## src/rtl/ctrl_pkg.sv

```systemverilog
// Shared definitions for the multi-cycle RV32I-subset control FSM:
// opcode constants, FSM state encoding, ALUOp and trap cause encodings.
package ctrl_pkg;

    localparam logic [6:0] R_TYPE = 7'b0110011;
    localparam logic [6:0] I_TYPE = 7'b0010011;
    localparam logic [6:0] LW     = 7'b0000011;
    localparam logic [6:0] SW     = 7'b0100011;
    localparam logic [6:0] BR     = 7'b1100011;
    localparam logic [6:0] JAL    = 7'b1101111;
    localparam logic [6:0] JALR   = 7'b1100111;
    localparam logic [6:0] HALT   = 7'b1111111;

    typedef enum logic [2:0] {
        FETCH  = 3'd0,
        DECODE = 3'd1,
        EXEC   = 3'd2,
        MEM    = 3'd3,
        WB     = 3'd4,
        HALTED = 3'd5,
        TRAP   = 3'd6
    } state_t;

    localparam logic [1:0] ALUOP_ADD   = 2'b00;  // LW/SW/JALR address add
    localparam logic [1:0] ALUOP_BR    = 2'b01;  // branch compare
    localparam logic [1:0] ALUOP_FUNCT = 2'b10;  // R/I-type, funct decoded

    localparam logic [1:0] CAUSE_NONE    = 2'b00;
    localparam logic [1:0] CAUSE_ILLEGAL = 2'b01;
    localparam logic [1:0] CAUSE_IMEM_TO = 2'b10;
    localparam logic [1:0] CAUSE_DMEM_TO = 2'b11;

    // Opcodes that take the normal EXEC path (HALT is handled separately).
    function automatic logic is_known_op(input logic [6:0] op);
        logic known;
        case (op)
            R_TYPE, I_TYPE, LW, SW, BR, JAL, JALR: known = 1'b1;
            default:                               known = 1'b0;
        endcase
        return known;
    endfunction

endpackage

```

## src/rtl/mem_wait_timer.sv

```systemverilog
// Counts consecutive cycles a memory handshake is stalled. Flags a timeout
// in the cycle that would bring the count to MEM_TIMEOUT while still
// stalled; a ready in that cycle drops enable and so suppresses the flag.
module mem_wait_timer #(
    parameter int MEM_TIMEOUT = 15
) (
    input  logic clk,
    input  logic reset,
    input  logic clear,
    input  logic enable,
    output logic timeout
);

    localparam int CW = (MEM_TIMEOUT > 0) ? $clog2(MEM_TIMEOUT + 1) : 1;
    localparam logic [CW-1:0] LAST = (MEM_TIMEOUT > 0) ? CW'(MEM_TIMEOUT - 1) : '0;

    logic [CW-1:0] cnt_q;

    // Timeout fires on the stalled cycle whose increment would reach the limit.
    always_comb begin
        timeout = 1'b0;
        if (MEM_TIMEOUT > 0) begin
            timeout = enable && (cnt_q == LAST);
        end
    end

    // Wait counter: cleared on phase entry, advances on each stalled cycle.
    always_ff @(posedge clk) begin
        if (reset || clear) begin
            cnt_q <= '0;
        end else if (enable && !timeout) begin
            cnt_q <= cnt_q + CW'(1);
        end
    end

endmodule

```

## src/rtl/multicycle_controller.sv

```systemverilog
// Multi-cycle control FSM for the RV32I subset. Issues datapath strobes one
// phase at a time, stretches FETCH/MEM until the memories answer, traps on
// illegal opcodes or memory timeouts, and counts retired instructions.
module multicycle_controller
    import ctrl_pkg::*;
#(
    parameter int MEM_TIMEOUT = 15,
    parameter int RET_W       = 32
) (
    input  logic             clk,
    input  logic             reset,
    input  logic [6:0]       Opcode,
    input  logic             imem_ready,
    input  logic             dmem_ready,
    output logic             IMemReq,
    output logic             IRWrite,
    output logic             PCWrite,
    output logic             Branch,
    output logic             ALUSrc,
    output logic             MemtoReg,
    output logic             RegWrite,
    output logic             MemRead,
    output logic             MemWrite,
    output logic             JalPrima,
    output logic             JalrSel,
    output logic             RWSel,
    output logic [1:0]       ALUOp,
    output logic             Halt,
    output logic             Trap,
    output logic [1:0]       trap_cause,
    output logic [RET_W-1:0] retired
);

    state_t           state_q, state_d;
    logic [6:0]       op_q;
    logic [1:0]       cause_q, cause_d;
    logic [RET_W-1:0] ret_q;

    logic       latch_op, retire;
    logic       wait_en, wait_clear, wait_timeout;

    logic       imem_req, ir_write, pc_write, branch, alu_src, mem_to_reg;
    logic       reg_write, mem_read, mem_write, jal_prima, jalr_sel, rw_sel;
    logic [1:0] alu_op;

    // A stall cycle is one spent in FETCH or MEM without the matching ready.
    assign wait_en    = ((state_q == FETCH) && !imem_ready) ||
                        ((state_q == MEM)   && !dmem_ready);
    // Any state change restarts the wait count, covering entry to FETCH and MEM.
    assign wait_clear = (state_d != state_q);

    mem_wait_timer #(
        .MEM_TIMEOUT(MEM_TIMEOUT)
    ) u_wait_timer (
        .clk    (clk),
        .reset  (reset),
        .clear  (wait_clear),
        .enable (wait_en),
        .timeout(wait_timeout)
    );

    // Next-state and per-phase strobe decode from state and latched opcode.
    always_comb begin
        state_d    = state_q;
        cause_d    = cause_q;
        latch_op   = 1'b0;
        retire     = 1'b0;
        imem_req   = 1'b0;
        ir_write   = 1'b0;
        pc_write   = 1'b0;
        branch     = 1'b0;
        alu_src    = 1'b0;
        mem_to_reg = 1'b0;
        reg_write  = 1'b0;
        mem_read   = 1'b0;
        mem_write  = 1'b0;
        jal_prima  = 1'b0;
        jalr_sel   = 1'b0;
        rw_sel     = 1'b0;
        alu_op     = ALUOP_ADD;

        case (state_q)
            FETCH: begin
                imem_req = 1'b1;
                if (imem_ready) begin
                    ir_write = 1'b1;
                    latch_op = 1'b1;
                    state_d  = DECODE;
                end else if (wait_timeout) begin
                    state_d = TRAP;
                    cause_d = CAUSE_IMEM_TO;
                end
            end

            DECODE: begin
                if (op_q == HALT) begin
                    state_d = HALTED;
                end else if (!is_known_op(op_q)) begin
                    state_d = TRAP;
                    cause_d = CAUSE_ILLEGAL;
                end else begin
                    state_d = EXEC;
                end
            end

            EXEC: begin
                case (op_q)
                    BR: begin
                        alu_op   = ALUOP_BR;
                        branch   = 1'b1;
                        pc_write = 1'b1;
                        retire   = 1'b1;
                        state_d  = FETCH;
                    end
                    JAL: begin
                        jal_prima = 1'b1;
                        rw_sel    = 1'b1;
                        reg_write = 1'b1;
                        pc_write  = 1'b1;
                        retire    = 1'b1;
                        state_d   = FETCH;
                    end
                    JALR: begin
                        jalr_sel  = 1'b1;
                        rw_sel    = 1'b1;
                        reg_write = 1'b1;
                        alu_src   = 1'b1;
                        pc_write  = 1'b1;
                        retire    = 1'b1;
                        state_d   = FETCH;
                    end
                    LW, SW: begin
                        alu_src = 1'b1;
                        state_d = MEM;
                    end
                    R_TYPE: begin
                        alu_op  = ALUOP_FUNCT;
                        state_d = WB;
                    end
                    I_TYPE: begin
                        alu_op  = ALUOP_FUNCT;
                        alu_src = 1'b1;
                        state_d = WB;
                    end
                    default: begin
                        // Unreachable: DECODE filters unknown opcodes.
                        state_d = TRAP;
                        cause_d = CAUSE_ILLEGAL;
                    end
                endcase
            end

            MEM: begin
                if (op_q == LW) begin
                    mem_read = 1'b1;
                end else begin
                    mem_write = 1'b1;
                end
                if (dmem_ready) begin
                    if (op_q == LW) begin
                        state_d = WB;
                    end else begin
                        pc_write = 1'b1;
                        retire   = 1'b1;
                        state_d  = FETCH;
                    end
                end else if (wait_timeout) begin
                    state_d = TRAP;
                    cause_d = CAUSE_DMEM_TO;
                end
            end

            WB: begin
                reg_write  = 1'b1;
                pc_write   = 1'b1;
                mem_to_reg = (op_q == LW);
                retire     = 1'b1;
                state_d    = FETCH;
            end

            HALTED, TRAP: begin
                state_d = state_q;
            end

            default: begin
                state_d = FETCH;
            end
        endcase
    end

    // FSM state and sticky trap cause.
    always_ff @(posedge clk) begin
        if (reset) begin
            state_q <= FETCH;
            cause_q <= CAUSE_NONE;
        end else begin
            state_q <= state_d;
            cause_q <= cause_d;
        end
    end

    // Opcode register, loaded only on the FETCH handshake.
    always_ff @(posedge clk) begin
        if (reset) begin
            op_q <= '0;
        end else if (latch_op) begin
            op_q <= Opcode;
        end
    end

    // Retired-instruction counter, wraps naturally.
    always_ff @(posedge clk) begin
        if (reset) begin
            ret_q <= '0;
        end else if (retire) begin
            ret_q <= ret_q + RET_W'(1);
        end
    end

    // Reset forces every output low, including the cycle reset is first seen,
    // so an in-flight memory strobe is dropped immediately.
    assign IMemReq    = !reset && imem_req;
    assign IRWrite    = !reset && ir_write;
    assign PCWrite    = !reset && pc_write;
    assign Branch     = !reset && branch;
    assign ALUSrc     = !reset && alu_src;
    assign MemtoReg   = !reset && mem_to_reg;
    assign RegWrite   = !reset && reg_write;
    assign MemRead    = !reset && mem_read;
    assign MemWrite   = !reset && mem_write;
    assign JalPrima   = !reset && jal_prima;
    assign JalrSel    = !reset && jalr_sel;
    assign RWSel      = !reset && rw_sel;
    assign ALUOp      = reset ? 2'b00 : alu_op;
    assign Halt       = !reset && (state_q == HALTED);
    assign Trap       = !reset && (state_q == TRAP);
    assign trap_cause = reset ? CAUSE_NONE : cause_q;
    assign retired    = reset ? '0 : ret_q;

endmodule

```

## config.mk

```make
export PLATFORM = sky130hd
export DESIGN_NAME = multicycle_controller
export DESIGN_NICKNAME = d
export VERILOG_FILES = /design/src/rtl/ctrl_pkg.sv /design/src/rtl/mem_wait_timer.sv /design/src/rtl/multicycle_controller.sv
export SDC_FILE = /design/constraint.sdc
export NUM_CORES = 1
export LEC_CHECK = 0
export ABC_CLOCK_PERIOD_IN_PS = 2400
export CAP_MARGIN = 10
export CORE_MARGIN = 1.5
export CORE_UTILIZATION = 30
export DETAILED_ROUTE_END_ITERATION = 12
export GPL_TIMING_DRIVEN = 0
export PLACE_DENSITY = 0.52
export SLEW_MARGIN = 30
export SYNTH_ARGS = -nofsm -noshare
export SYNTH_HDL_FRONTEND = slang
export SYNTH_SLANG_ARGS = --single-unit
```

## constraint.sdc

```tcl
create_clock -name clk -period 2.4 [get_ports clk]
set_clock_uncertainty 0.1 [all_clocks]
set_input_delay 0.48 -clock clk [delete_from_list [all_inputs] [get_ports clk]]
set_output_delay 0.48 -clock clk [all_outputs]
set_load 0.05 [all_outputs]
```

======== Word level (Yosys, flattened, before mapping) ========
Index checks and enable logic that the tools add are counted.
Widths: inputs -> output; s select.
operators by class
  add/subtract/negate cells ............... 2
  equality and inequality tests ........... 23
  muxes and demuxes ....................... 46
  reductions and logical operators ........ 34
operators with widths
  operator               count
  $add 32x1->32 const B  1
  $mux 32                1
  $eq 7x7->1 const B     4
  $mux 1                 23
  $mux 2                 10
  $logic_and 1x1->1      18
  $mux 3                 6
  $pmux 3 s5             1
  $eq 7x6->1 const B     2
  $ne 2x2->1 const B     5
  $eq 3x3->1 const B     3
  $pmux 3 s3             1
  $pmux 2 s4             1
  $reduce_and 8->1       1
  $reduce_or 2->1        4
  $eq 7x2->1 const B     1
  $eq 7x5->1 const B     1
  $reduce_or 7->1        1
  $eq 3x2->1 const B     2
  $add 4x1->4 const B    1
  $eq 4x4->1 const B     1
  $logic_not 1->1        4
  $ne 2x1->1 const B     2
  $pmux 2 s2             1
  9 further kinds        10
word-level totals
  register bits ........................... 48
  input bits .............................. 11
  output and inout port bits .............. 50
  logic and storage cells ................. 110

======== Logic depth before layout (Yosys ltp) ========
  depth in word-level cells ............... 10
  mapped depth ............................ 7
  gate-level depth less buffers ........... 7

======== Cells and area by module ========
From an unflattened synthesis, not the netlist that was laid out.
second synthesis, totals
  cells, all modules ...................... 376
  area total of the unflattened synthesis .. 2,869.0 µm²
modules (own cells, without submodules)
  module                 instances  cells an instance  area an instance (µm²)
  multicycle_controller  1          353                2,652.5
  mem_wait_timer         1          23                 216.5

======== Least setup slack after synthesis ========
No wires, ideal clock.
  path kind ............................... reg2out
  start point ............................. register state_q[0]
  end point ............................... output ALUOp[0]
  data arrival time ....................... 2.600 ns
  required time ........................... 1.820 ns
  setup slack ............................. -0.780 ns
  stages on the path, launching flop included .. 8
  cells stage by stage .................... dfxtp_1 buf_2 buf_1 nor2_1 and4b_1 nand2_1 nor3_1 buf_4
between the ends
  word-level cells in the longest chain between the ends .. 3
ends and longest elaborated chain
  element                   RTL line                      text
  start: declaration        multicycle_controller.sv:34   state_t state_q, state_d;
  start signal: assignment  multicycle_controller.sv:197  state_q <= state_d;
  $eq 3x2->1                multicycle_controller.sv:82   case (state_q)
  $mux 2                    multicycle_controller.sv:82
  $mux 2                    multicycle_controller.sv:234  assign ALUOp = reset ? 2'b00 : alu_op;
  end: declaration          multicycle_controller.sv:27   output logic [1:0] ALUOp,
Every way passes these cells.

======== Worst setup path in the final report ========
  start point ............................. register op_q[6]
  end point ............................... output PCWrite
between the ends
  word-level cells in the longest chain between the ends .. 5
ends and longest elaborated chain
  element                                                     RTL line                                                    text
  start: declaration                                          multicycle_controller.sv:35                                 logic [6:0] op_q;
  start signal: assignment                                    multicycle_controller.sv:207                                op_q <= Opcode;
  $eq 7x7->1 or $eq 7x2->1 (tied branches)                    multicycle_controller.sv:107, multicycle_controller.sv:160
  $reduce_or 3->1 (no source line) or $mux 1 (tied branches)  -
  $mux 1, on equally long branches                            multicycle_controller.sv:107, multicycle_controller.sv:159
  $pmux 1 s3 (*)                                              multicycle_controller.sv:82
  $logic_and 1x1->1 (*)                                       multicycle_controller.sv:224                                assign PCWrite = !reset && pc_write;
  end: declaration                                            multicycle_controller.sv:17                                 output logic PCWrite,
Mark *: on every way between the ends. The rest lies on a longest branch, timed or not.

==> impl_metrics.json <==
{
  "status": "finished, violations left",
  "violations": "negative setup slack",
  "dieArea_um2": 10400,
  "pre_cts_slack_ps": -1760,
  "power_frac_clock": 0.240,
  "synthArstFlopShare": 0,
  "grt_max_degree": 15,
  "postSynthAreaPerCell_um2": 7.84,
  "synthDistinctLibCells": 55,
  "relSlewSlack": 0.416,
  "post-route-period-util": 1.03,
  "worst_pin_slew_ps": 874,
  "drc": 0,
  "fin_area_um2": 4030,
  "row_count": 35,
  "hold_slack_ps": 389,
  "dr.first_iter.drc_count": 182,
  "hold_class": "register to register",
  "die_w_um": 102,
  "p_leak_nw": 1.45,
  "clock_sinks": 48,
  "crit_type": "register to output port",
  "area_growth_pct": 37.2,
  "io_pins": 61,
  "dpl.cell_count": 564,
  "core_area_um2": 9370,
  "power.switching_uw": 710,
  "grt_pass1_vias": 2708,
  "clock.fmax_ghz": 0.404,
  "final_cell_mix": "dfxtp_1 (41), nor2_1 (34), nor2b_1 (32)",
  "synth.cell_area_um2": 2940,
  "fin_ws_ps": -75.7,
  "yosys_warnings": 0,
  "root_buffer": "clkbuf_8",
  "layout-drive-gt1-share": 0.267,
  "grt_setup_unrepaired": "yes",
  "synth_fp_nets": 389,
  "grt-ovfl-total": 0,
  "layout.nets": 464,
  "dp_hpwl_um": 6190,
  "final_common_cell": "dfxtp_1",
  "antenna_found_initial": 0,
  "first_pass_iters": 4,
  "finalSetupTns_ps": -165,
  "grt_usage": 0.172,
  "place_area_um2": 3740,
  "final_core_util": 0.430,
  "ys_seq_elements": 48,
  "yosys_most_used_dff": "dfxtp_1",
  "finalNonFillerCells": 579,
  "wire_per_inst_um": 14.9,
  "critPathCaptureType": "output port",
  "synth-edff-count": 0,
  "powerDensity_nw_per_um2": 499,
  "ir_worst_vdd_uv": 220,
  "start_util": 0.314,
  "seq_power_share": 0.431,
  "drtAntennaViolNets": 0,
  "hold_viol_final": 0,
  "path_max_fanout": 4,
  "cts_buffers": 5,
  "synth-seq-area-share": 0.327,
  "gp_congestion": 0.881,
  "drv_cap": 0,
  "start_kind": "register",
  "htree_levels": 2,
  "via_per_inst": 5.04,
  "swShare": 0.353,
  "worstPathRequired_ps": 1820,
  "clk_path_buf_depth": 2,
  "n_antenna_cell": 0,
  "drt-total-wl_um": 8610,
  "power.total_mw": 2.01,
  "die_height_um": 102,
  "arrival_ps": 1900,
  "final.min_clock_period_ps": 2480,
  "port_buffers": 60,
  "grt_first_pass_wirelength_um": 13900,
  "combPwrFrac": 0.329,
  "clkLatencyLatePin_ps": 310,
  "setup_viol": 3,
  "clk_pin_slew_worst_paths_ps": 90,
  "synthCells": 375,
  "vias": 2919,
  "slew_viol_final": 0,
  "cts_tree": "built",
  "p_int_mw": 1.30
}
==> cell type report <==
type | count | area, um2
well taps | 129 | 161
inverters | 9 | 36.3
multi-input cells | 291 | 1920
clock buffers | 5 | 68.8
repair buffers | 71 | 681
clock inverters | 2 | 12.5
plain buffers | 24 | 170
fillers | 1017 | 5340
flip-flops and latches | 48 | 977
==> cells by family after synthesis <==
group | share of synthesized area
simple gates | 0.359
compound gates | 0.169
flops | 0.327
buf+inv | 0.0558
xor+xnor | 0.0536
mux | 0.0226
fa+ha+maj | 0.0128
==> power groups by stage <==
stage	registers, mW	logic (mW)	clock network (mW)
2_1_floorplan	0.870	0.407	0
3_3_place_gp	0.875	0.557	0
3_5_place_dp	0.876	0.561	0
4_1_cts	0.862	0.615	0.511
5_1_grt	0.872	0.725	0.538
6_report	0.866	0.662	0.483
==> timing repair <==
action | CTS | global route
pin swaps | 6 | 6
buffers inserted | 7 | 4
endpoints found under the setup margin | 83 | 39
hold buffers | 0 | 0
resized for setup | 213 | 40
==> path summary, 6_finish.rpt <==
path                    from    endpoint  slack, ps  cells after the start
setup reg to reg     op_q[6]   ret_q[30]        110                      7
hold reg to reg   cause_q[1]  cause_q[1]        390                      2
hold / removal    cause_q[1]  cause_q[1]        390                      2
setup / recovery     op_q[6]     PCWrite        -80                      6
==> critical path: stages (launching register included) <==
cell and delay [ps]:
dfxtp_4 360, or3_4 390, buf_6 140, o41a_1 370, nor2_4 140, nor2_2 50, buf_6 150
==> registers in the layout, indices dropped and copies added, names as in the netlist <==
register / cells
ret_q: 32
op_q: 7
u_wait_timer.cnt_q: 4
state_q: 3
cause_q: 2
==> layer usage <==
layer | vias to the layer above | GRT usage | wire [um]
met4 | 0 | 0.0485 | 160
met5 | - | 0 | 0
met1 | 1354 | 0.239 | 4140
met2 | 56 | 0.272 | 4000
li1 | 1497 | - | -
met3 | 12 | 0.0321 | 312
==> synthesized netlist by cell type (3+ instances only) <==
library cell / instances / share of area
o31ai_1: 3 / 0.0077
and4_1: 5 / 0.015
mux2_2: 5 / 0.019
dfxtp_1: 48 / 0.33
nand2_1: 33 / 0.042
and3_1: 5 / 0.011
nor3b_1: 4 / 0.010
xnor2_1: 17 / 0.051
nor2b_1: 32 / 0.068
or3_1: 9 / 0.019
nor3_1: 12 / 0.020
inv_1: 9 / 0.011
ha_1: 3 / 0.013
a21oi_1: 24 / 0.041
nand4_1: 4 / 0.0085
a2111oi_0: 7 / 0.021
and4b_1: 3 / 0.010
or4_1: 6 / 0.015
nand2b_1: 5 / 0.011
clkbuf_1: 13 / 0.017
a211oi_1: 5 / 0.013
a31oi_1: 6 / 0.013
nor4_1: 4 / 0.0085
nor2_1: 39 / 0.050
buf_2: 8 / 0.014
nand3_1: 17 / 0.029
buf_1: 3 / 0.0038
a41oi_1: 4 / 0.012
o21ai_0: 12 / 0.020
(Power assumes the default switching activity.)
